===== src/rtl/relu_maxpool.sv =====
// Max-pool stage behind the ReLU unit: running max over non-overlapping windows of
// WINDOW samples, one-entry valid/ready output register, sticky drop tracking.
module relu_maxpool #(
  parameter int DATA_W = 8,
  parameter int WINDOW = 4
) (
  input  logic              clk,
  input  logic              rst_n,
  input  logic              clr,
  input  logic              in_valid,
  input  logic [DATA_W-1:0] in_data,
  output logic              out_valid,
  input  logic              out_ready,
  output logic [DATA_W-1:0] out_data,
  output logic [7:0]        win_cnt,
  output logic              drop_err,
  output logic [7:0]        drop_cnt
);

  localparam logic [7:0] LAST = 8'(WINDOW - 1);

  logic [DATA_W-1:0] max_reg;
  logic [DATA_W-1:0] result;
  logic              last;
  logic              done;

  // First sample of a window loads directly; with WINDOW==1 win_cnt stays 0,
  // so result is always in_data.
  always_comb begin
    last = (win_cnt == LAST);
    if (win_cnt == 8'd0)       result = in_data;
    else if (in_data > max_reg) result = in_data;
    else                        result = max_reg;
    done = in_valid && last;
  end

  always_ff @(posedge clk or negedge rst_n) begin
    if (!rst_n) begin
      win_cnt   <= '0;
      max_reg   <= '0;
      out_valid <= 1'b0;
      out_data  <= '0;
      drop_err  <= 1'b0;
      drop_cnt  <= '0;
    end else if (clr) begin
      win_cnt   <= '0;
      max_reg   <= '0;
      out_valid <= 1'b0;
      out_data  <= '0;
      drop_err  <= 1'b0;
      drop_cnt  <= '0;
    end else begin
      if (in_valid) begin
        max_reg <= result;
        win_cnt <= last ? 8'd0 : win_cnt + 8'd1;
      end
      // Input cannot stall, so a completed window facing a full register is lost.
      if (done && (!out_valid || out_ready)) begin
        out_data  <= result;
        out_valid <= 1'b1;
      end else if (done) begin
        drop_err <= 1'b1;
        if (drop_cnt != 8'hFF) drop_cnt <= drop_cnt + 8'd1;
      end else if (out_valid && out_ready) begin
        out_valid <= 1'b0;
      end
    end
  end

endmodule


===== config.mk =====
export PLATFORM = sky130hd
export DESIGN_NAME = relu_maxpool
export DESIGN_NICKNAME = d
export VERILOG_FILES = /design/src/rtl/relu_maxpool.sv
export SDC_FILE = /design/constraint.sdc
export NUM_CORES = 1
export LEC_CHECK = 0
export BUFFER_PORTS_ARGS = -buffer_cell sky130_fd_sc_hd__buf_2
export CORE_MARGIN = 1
export CORE_UTILIZATION = 54
export CTS_CLUSTER_SIZE = 10
export DETAILED_ROUTE_END_ITERATION = 10
export PLACE_DENSITY = 0.79
export SLEW_MARGIN = 20
export SYNTH_ARGS = -nofsm -noshare
export SYNTH_HDL_FRONTEND = slang
export SYNTH_SLANG_ARGS = --single-unit

===== constraint.sdc =====
create_clock -name clk -period 3.3 [get_ports clk]
set_input_delay 0.495 -clock clk [delete_from_list [all_inputs] [get_ports clk]]
set_output_delay 0.495 -clock clk [all_outputs]
set_load 0.03 [all_outputs]

# Yosys cells after proc, flatten, opt, wreduce, memory -nomap -nowiden
# Cells that the tools add are included.
# Widths: inputs -> output; s select.
# word_totals
register_bits	34
in_bits	13
output_inout_bits	26
word_cells	47
# classes
add_sub_neg	2
magnitude_cmp	1
eq_ne	4
muxes	20
n_reduce_logical	14
# ops
cell	count
$mux 8	13
$add 8x1->8 const B	2
$eq 8x2->1 const B	1
$gt 8x8->1	1
$logic_not 8->1	1
$ne 8x8->1 const B	1
$reduce_bool 2->1	4
$mux 1	7
$reduce_and 2->1	2
$logic_and 1x1->1	3
$ne 3x2->1 const B	1
$reduce_and 3->1	1
$reduce_bool 3->1	1
$ne 2x2->1 const B	1
$logic_not 1->1	1
$logic_or 1x1->1	1

# Longest topological paths before layout
# Gate-level depths: netlist of the first run.
# logic_depth
ltp_word	5
depth_mapped	8
depth_no_buf	7

# Worst setup path after synthesis of the first run
# No wires, ideal clock.
# synth_path
kind	reg2reg
from	reg win_cnt[6]
to	reg out_data[0]
setup_time_ns	0.123
arrival_time_ns	2.380
required_ns	3.177
slack_ns	0.797
path_stages_with_launch	6
path_buffers	1
synth_period_minus_slack_ns	2.503
cell_sequence	dfrtp_1 -> or4_4 -> nor4b_4 -> or4b_1 -> buf_2 -> o221a_1
# synth_via
elab_chain_cells	4
elab_cells_between_ends	8
classes_between	1 x eq/ne; 3 x mux; 4 x reduce/logical
# synth_lines
element	line_no	text
start, declared	15	output logic [7:0] win_cnt,
start signal, assigned	55	win_cnt <= last ? 8'd0 : win_cnt + 8'd1;
$logic_not 8->1 / $eq 8x2->1 (equally long branches)	31, 30	
$mux 8 / $logic_and 1x1->1 (equally long branches)	31, 34	
$mux 8 / $logic_and 1x1->1 (equally long branches)	58	if (done && (!out_valid || out_ready)) begin
$mux 8 / $reduce_bool 2->1 (equally long branches)	-	
end signal, assigned	59	out_data <= result;
end, declared	14	output logic [DATA_W-1:0] out_data,
# Several ways; a longest one is shown, not always the timed one. The select of a mux whose other input is x is not followed.
# A chain may end at the register's enable or synchronous reset.

# Final worst setup path of the first run
# layout_path
from	reg win_cnt[6]
to	reg out_data[6]
# Same word-level chain as after synthesis.

==> flow_summary.json, run 1 <==
{
  "run_status": "finished clean",
  "clock-sinks": 34,
  "dp_hpwl_um": 2660,
  "syn_inst": 195,
  "drt_iter0_drc": 52,
  "fp.dieW_um": 61.7,
  "path_max_fanout": 10,
  "ios": 39,
  "dominantRegCellSynth": "dfrtp_1",
  "fmaxAchievable_mhz": 386,
  "core_area_um2": 3390,
  "startpoint_type": "flop",
  "setup_violations": 0,
  "async_flop_share_pct": 100,
  "critPathSlowestCell": "or4b_1",
  "cts.path.max_buffers": 2,
  "power_leakage_nw": 1.07,
  "grt_pass1_vias": 1451,
  "cts_tree": "built",
  "grtUsageTotal_pct": 23.0,
  "worst_pin_slew_ns": 0.743,
  "synth_cell_type_count": 38,
  "die_h_um": 61.7,
  "finalWorstSetupSlack_ns": 0.708,
  "gp_congestion": 0.747,
  "fin_crit_sh_pct": 78.6,
  "drc": 0,
  "path_class": "reg2reg",
  "rsz0062_at_grt": "false",
  "grt_overflow": 0,
  "cts_buffers": 5,
  "rrSetupSlack_ns": 0.71,
  "antenna_found_initial": 0,
  "vias": 1537,
  "ys.warnings.count": 0,
  "grt_max_degree": 40,
  "drive_above_1_share_pct": 23.8,
  "routed_via_density": 5.47,
  "crit_family": "simple AND/OR/NAND/NOR gates",
  "syn_avg_cell_area_um2": 9.88,
  "hp-class": "in2async",
  "r2r-start": "win_cnt[6]",
  "peakVddDrop_mv": 0.286,
  "syn-num-nets": 219,
  "cp-end-kind": "flop",
  "drv_slew": 0,
  "tns_ns": 0,
  "ys_ff_latch": 34,
  "critPathBufInv": 1,
  "final_nets": 258,
  "place_ws_ns": 0.748,
  "grt_pass1_wl_um": 6350,
  "hold_violations": 0,
  "clkSlewWorstSetupHoldPaths_ns": 0.11,
  "cpPeakStageDelay_ns": 0.65,
  "postRouteWirelength_um": 3830,
  "p_per_area_nw_per_um2": 356,
  "cts_root_buf": "clkbuf_4",
  "cts_hold_buf": 0,
  "cts_resized": 0,
  "postCtsSetupBuffers": 0,
  "std_cell_rows": 21,
  "first_pass_iters": 4,
  "routedWlPerCell_um": 13.6,
  "rr_endpoint": "out_data[6]",
  "clock_skew_ns": 0.0112,
  "syn2layout_area_growth_pct": 15.1,
  "portBuffers": 38,
  "crit_chain": "or4_4 -> nor4b_4 -> buf_4 -> or4b_1 -> o221a_1",
  "dieArea_um2": 3810,
  "reg2reg_depth": 5,
  "worstPathRequired_ns": 3.52,
  "crit_arrival_ns": 2.81,
  "antenna_left": 0,
  "synth_edf_count": 0,
  "htreeDepth": 2,
  "netlist_area_um2": 1930,
  "yosysSeqAreaShare_pct": 44.2,
  "initial_utilization_pct": 56.8,
  "worstSkewPairLatency_ns": 0.33,
  "n_antenna_cell": 0,
  "crit_start": "win_cnt[6]",
  "timing.slew.headroom_pct": 50.5,
  "finalCriticalPeriod_ns": 2.59,
  "maxCapViolCount": 0
}
[worst reg2reg max path, cell delays in order, from the launching register on]
cell     delay [ns]
dfrtp_1        0.44
or4_4          0.58
nor4b_4        0.26
buf_4          0.22
or4b_1         0.65
o221a_1        0.33
[cell type report]
class / count / area (um^2)
clock buffers: 7 / 55.1
clock inverters: 1 / 5.00
fillers: 293 / 1170
inverters: 11 / 41.3
multi-input cells: 142 / 1000
flip-flops and latches: 34 / 851
well taps: 46 / 57.6
repair buffers: 40 / 205
[cells by family after synthesis]
kind of cell               share of synthesized area (%)
xor gates and xnor gates                            5.91
adders and majority gates                           7.14
AOI/OAI and AO/OA                                   9.16
DFF                                                 44.2
buffers and inverters                               3.83
muxes                                               4.68
and+or+nand+nor                                     25.1
[placed cells by master (no fill, tap or decap), types with 2 or more instances in the layout]
cell type	netlist	layout
xor2_1	3	3
buf_4	0	2
nor3_1	2	2
nand2_1	6	6
xnor2_1	10	10
ha_1	11	11
nand2b_1	17	17
clkbuf_4	0	5
nand3_1	7	7
nand4_1	2	2
a21oi_1	7	7
or2b_2	2	2
buf_2	2	38
mux2i_1	9	9
o221a_1	8	8
dfrtp_1	34	34
inv_1	11	11
nor4_1	2	2
nor2_1	36	36
[cells in the mapped netlist (6+ instances only)]
cell | number | area, um^2
a21oi_1 | 7 | 35.0
clkbuf_1 | 6 | 22.5
dfrtp_1 | 34 | 851
ha_1 | 11 | 138
inv_1 | 11 | 41.3
mux2i_1 | 9 | 90.1
nand2_1 | 6 | 22.5
nand2b_1 | 17 | 106
nand3_1 | 7 | 35.0
nor2_1 | 36 | 135
o221a_1 | 8 | 90.1
xnor2_1 | 10 | 87.6
[per-stage QoR]
stage                     area (um^2)  utilization [%]  total power, mW  cells  hold WS, ns
final                            2220             65.4            0.788    281        0.218
after global routing             2220             65.4            0.832    281        0.261
after CTS                        2220             65.4            0.802    281        0.228
after detailed placement         2160             63.6            0.557    273        0.519
after global placement           2160             63.6            0.555    273        0.511
after floorplan                  1930                -            0.518    195        0.199
[power breakdown]
group / total [mW] / internal [mW] / switching (mW) / leakage, nW
Combinational: 0.109 / 0.0437 / 0.0651 / 0.565
Clock: 0.240 / 0.103 / 0.137 / 0.0353
Sequential: 0.439 / 0.428 / 0.0108 / 0.468
Total: 0.788 / 0.575 / 0.213 / 1.07
[worst max path at each step]
stage | to | slack (ns) | cells past startpoint
finish | out_data[6] | 0.71 | 5
global route | out_data[3] | 0.61 | 5
CTS | out_data[6] | 0.72 | 5
detailed placement | out_data[6] | 0.75 | 5
global placement | out_data[2] | 0.76 | 5
floorplan | out_data[0] | 0.80 | 5
[routing by layer]
layer | track usage (%) | up-vias | routed length, um
li1 | - | 751 | -
met1 | 29.0 | 733 | 1800
met2 | 39.2 | 47 | 1830
met3 | 6.00 | 6 | 166
met4 | 6.67 | 0 | 41
met5 | 0 | - | 0
No activity file was read; power rests on OpenSTA's default activity.
==> run 2: changes to the inputs <==
Clock period 3.3 ns to 2.7 ns, I/O delays scaled along.
==> run 2 against run 1 <==
Net effect: global-route usage shrank 0.64 points; non-clock buffer count grew 2; critical path type unchanged; critical path depth grew 2; sequential share of layout area shrank 0.32 points; largest cell class unchanged; routed wire length shrank 1.2%; sequential power grew 22%; worst setup slack lost 0.44 ns; combinational power grew 28%.
==> flow_summary.json, run 2 (synthesis gave the netlist of run 1 again) <==
{
  "dieArea_um2": 3810,
  "r2r-start": "max_reg[7]",
  "hold_violations": 0,
  "p_per_area_nw_per_um2": 439,
  "reg2reg_depth": 7,
  "cts_tree": "built",
  "hp-class": "in2async",
  "cts_buffers": 5,
  "worst_pin_slew_ns": 1.04,
  "cp-end-kind": "flop",
  "std_cell_rows": 21,
  "grt_pass1_vias": 1400,
  "clock_skew_ns": 0.00655,
  "clock-sinks": 34,
  "postRouteWirelength_um": 3790,
  "peakVddDrop_mv": 0.283,
  "tns_ns": 0,
  "routedWlPerCell_um": 13.4,
  "postCtsSetupBuffers": 0,
  "drc": 0,
  "rsz0062_at_grt": "false",
  "fin_crit_sh_pct": 90.2,
  "dp.cells": 275,
  "fin_util_pct": 66.0,
  "drt_iter0_drc": 91,
  "drv_slew": 0,
  "antenna_left": 0,
  "cts.path.max_buffers": 2,
  "drive_above_1_share_pct": 24.9,
  "die_h_um": 61.7,
  "grt_max_degree": 39,
  "portBuffers": 38,
  "cts_resized": 0,
  "setup_violations": 0,
  "finalWorstSetupSlack_ns": 0.266,
  "core_area_um2": 3390,
  "grtUsageTotal_pct": 22.4,
  "crit_arrival_ns": 2.71,
  "worstPathRequired_ns": 2.98,
  "rrSetupSlack_ns": 0.27,
  "path_class": "reg2reg",
  "rr_endpoint": "out_data[7]",
  "gp_congestion": 0.740,
  "final_nets": 260,
  "cts_hold_buf": 0,
  "initial_utilization_pct": 56.8,
  "place_ws_ns": 0.112,
  "whs_ns": 0.127,
  "htreeDepth": 2,
  "syn2layout_area_growth_pct": 16.0,
  "layout.cells.most_common_list": "38 x buf_2, 36 x nor2_1, 34 x dfrtp_1",
  "nFillCells": 283,
  "first_pass_iters": 4,
  "path_max_fanout": 8,
  "n_antenna_cell": 0,
  "grt_overflow": 0,
  "antenna_found_initial": 0,
  "grt_pass1_wl_um": 6230,
  "run_status": "finished clean",
  "dp_hpwl_um": 2700,
  "worstSkewPairLatency_ns": 0.34,
  "power_leakage_nw": 1.08,
  "fp.dieW_um": 61.7,
  "fmaxAchievable_mhz": 411,
  "fin_cells": 283,
  "finalCriticalPeriod_ns": 2.43,
  "vias": 1515,
  "routed_via_density": 5.35,
  "clkSlewWorstSetupHoldPaths_ns": 0.11,
  "totalPowerFinal_mw": 0.981,
  "timing.slew.headroom_pct": 29.8,
  "ios": 39,
  "maxCapViolCount": 0,
  "cts_root_buf": "clkbuf_4",
  "stdcell_area_um2": 2240,
  "place_area_um2": 2170,
  "startpoint_type": "flop",
  "final_common_cell": "buf_2"
}
run 2: cell types whose count changed in the layout (fill, tap and decap cells not counted), sizes merged:
cell and change:
clkinvlp +1, clkbuf -1, buf +2
run 2: where the power goes:
| part | leakage [nW] | switching, mW | total [mW] | internal, mW |
|---|---|---|---|---|
| logic | 0.575 | 0.0815 | 0.139 | 0.0574 |
| registers | 0.468 | 0.0136 | 0.537 | 0.524 |
| clock network | 0.0343 | 0.180 | 0.305 | 0.125 |
run 2: cell type report:
class	instances	area [um^2]	share of cell area, %
tap	46	57.6	2.57
clock inverter	2	12.5	0.560
multi-input combinational	142	1000	44.8
timing repair buffer	42	220	9.85
sequential	34	851	38.1
inverter	11	41.3	1.85
clock buffer	6	51.3	2.29
run 2: worst max-delay path by stage:
| stage | to | depth (start not counted) | start |
|---|---|---|---|
| after floorplan | out_data[0] | 5 | win_cnt[6] |
| after global placement | out_data[7] | 7 | in_data[5] |
| after detailed placement | out_data[3] | 7 | in_data[5] |
| after CTS | out_data[7] | 7 | max_reg[7] |
| after global routing | out_data[6] | 7 | max_reg[1] |
| final | out_data[7] | 7 | max_reg[7] |
run 2: worst max-delay path: stages, from the launching register on:
cell     delay (ns)
dfrtp_1        0.39
inv_1          0.06
ha_1           0.30
and4_1         0.20
or2b_2         0.16
a21oi_1        0.05
o31ai_1        0.88
o221a_1        0.34
run 2: layer usage:
metal  part of all wire, %  track usage (%)  vias to the layer above
met2                    48             38.1                       36
met4                   1.1             6.03                        0
met3                   3.7             5.59                        6
li1                      -                -                      755
met1                    47             28.4                      718
met5                     0                0                        -
==> run 3: changes to the inputs <==
==> constraint.sdc (replaced) <==
create_clock -name clk -period 2.7 [get_ports clk]
set_input_delay 0.405 -clock clk [delete_from_list [all_inputs] [get_ports clk]]
set_output_delay 0.405 -clock clk [all_outputs]
set_load 0.1 [all_outputs]
==> run 3 against run 2 <==
Net effect: routed wire length increased by 3.5%; sequential share of layout area is essentially flat; global-route usage up 0.52 points; critical path depth decreased by 2; combinational power increased by 22%; core utilization up 0.59 points; first-iteration DRC count is 2.2% lower; sequential power is essentially flat; largest cell class unchanged.
==> flow_summary.json, run 3 (synthesis gave the netlist of run 1 again) <==
{
  "run_status": "finished clean",
  "reg2reg_depth": 5,
  "grt_pass1_vias": 1407,
  "ios": 39,
  "place_ws_ns": 0.0838,
  "power.switching_mw": 0.302,
  "n_antenna_cell": 0,
  "nFillCells": 289,
  "met3_wirelength_um": 172,
  "antenna_found_initial": 0,
  "grt_overflow": 0,
  "cpPeakStageDelay_ns": 0.67,
  "p_per_area_nw_per_um2": 470,
  "setup_violations": 0,
  "crit_chain": "or4_4 -> or4_1 -> nor4_1 -> xnor2_1 -> nor2_1",
  "cts_hold_buf": 0,
  "postRouteWirelength_um": 3920,
  "critPathSlowestCell": "or4_1",
  "portBuffers": 38,
  "cts.path.max_buffers": 2,
  "final_nets": 259,
  "die_h_um": 61.7,
  "path_max_fanout": 9,
  "final_common_cell": "buf_2",
  "comb_power_share_pct": 15.9,
  "seqPwrFrac_pct": 50.6,
  "finalWorstSetupSlack_ns": 0.303,
  "wl_met1_um": 1810,
  "cts_buffers": 5,
  "place_area_um2": 2170,
  "std_cell_rows": 21,
  "worstPathRequired_ns": 2.92,
  "hold_violations": 0,
  "top_layer": "met4",
  "vias": 1511,
  "dieArea_um2": 3810,
  "drc": 0,
  "finalCriticalPeriod_ns": 2.40,
  "cts_tree": "built",
  "postCtsSetupBuffers": 0,
  "antenna_left": 0,
  "htreeDepth": 2,
  "syn2layout_area_growth_pct": 17.1,
  "power_leakage_nw": 1.07,
  "cp-end-kind": "flop",
  "multiInputGateArea_um2": 1010,
  "worst_pin_slew_ns": 0.758,
  "startpoint_type": "flop",
  "clock_skew_ns": 0.0120,
  "cts_resized": 0,
  "path_class": "reg2reg",
  "drt_iter0_drc": 89,
  "fp.dieW_um": 61.7,
  "rsz0062_at_grt": "false",
  "core_area_um2": 3390,
  "route.met2.wl_um": 1890,
  "clkSlewWorstSetupHoldPaths_ns": 0.11,
  "worstSkewPairLatency_ns": 0.34,
  "swShare_pct": 28.5,
  "clock-sinks": 34,
  "fmaxAchievable_mhz": 417,
  "grt_max_degree": 39,
  "drive_above_1_share_pct": 27.5,
  "clockPowerShare_pct": 33.4,
  "crit_arrival_ns": 2.61,
  "hp-class": "in2async",
  "dp.cells": 274,
  "timing.slew.headroom_pct": 49.5,
  "routedWlPerCell_um": 13.9,
  "routed_via_density": 5.36,
  "fin_crit_sh_pct": 88.8,
  "grtUsageTotal_pct": 22.9,
  "peakVddDrop_mv": 0.284,
  "regArea_um2": 858,
  "layout.cells.most_common_list": "38 x buf_2, 36 x nor2_1, 28 x dfrtp_1",
  "initial_utilization_pct": 56.8,
  "dp_hpwl_um": 2780,
  "tns_ns": 0,
  "drv_slew": 0,
  "gp_congestion": 0.776,
  "first_pass_iters": 4,
  "cts_root_buf": "clkbuf_4",
  "stdcell_area_um2": 2260,
  "totalPowerFinal_mw": 1.06,
  "grt_pass1_wl_um": 6190,
  "maxCapViolCount": 0,
  "fin_cells": 282,
  "internal_power_mw": 0.758
}
[run 3: final cells by class]
| type | count | share of cell area, % |
|---|---|---|
| clock buffers | 8 | 3.49 |
| well taps | 46 | 2.55 |
| repair buffers | 41 | 9.43 |
| multi-input cells | 142 | 44.6 |
| inverters | 11 | 1.83 |
| flip-flops and latches | 34 | 38.0 |
[run 3: power by group through the flow]
stage / sequential (mW) / clock (mW) / combinational (mW)
6_report: 0.537 / 0.354 / 0.169
3_5_place_dp: 0.547 / 0 / 0.169
5_1_grt: 0.540 / 0.379 / 0.185
3_3_place_gp: 0.547 / 0 / 0.164
4_1_cts: 0.537 / 0.363 / 0.170
2_1_floorplan: 0.585 / 0 / 0.0786
[run 3: critical path, delay by kind of cell, from the launching register on]
kind	cells	cell delay, ns
flip-flops	1	0.44
XOR/XNOR	1	0.16
AND/OR/NAND/NOR	4	1.68
[run 3: routing by layer]
metal / up-vias / track usage [%]
met5: - / 0
met4: 0 / 9.84
met3: 6 / 5.80
met2: 36 / 38.2
met1: 721 / 28.2
li1: 748 / -
[run 3: metrics by stage]
stage               hold WS (ns)  utilization [%]
floorplan                  0.109                -
global placement           0.498             64.1
detailed placement         0.518             64.1
CTS                        0.136             66.4
global route               0.168             66.6
finish                     0.119             66.6
[run 3: path summary, 6_finish.rpt]
kind,startpoint,slack [ns],to
hold reg to reg,drop_err,0.55,drop_err
setup reg to reg,win_cnt[6],0.30,drop_cnt[5]
max in group asynchronous,rst_n,2.04,win_cnt[4]
hold / removal,rst_n,0.12,max_reg[5]
min in group clk,in_data[1],0.33,max_reg[1]
setup / recovery,win_cnt[6],0.30,drop_cnt[5]
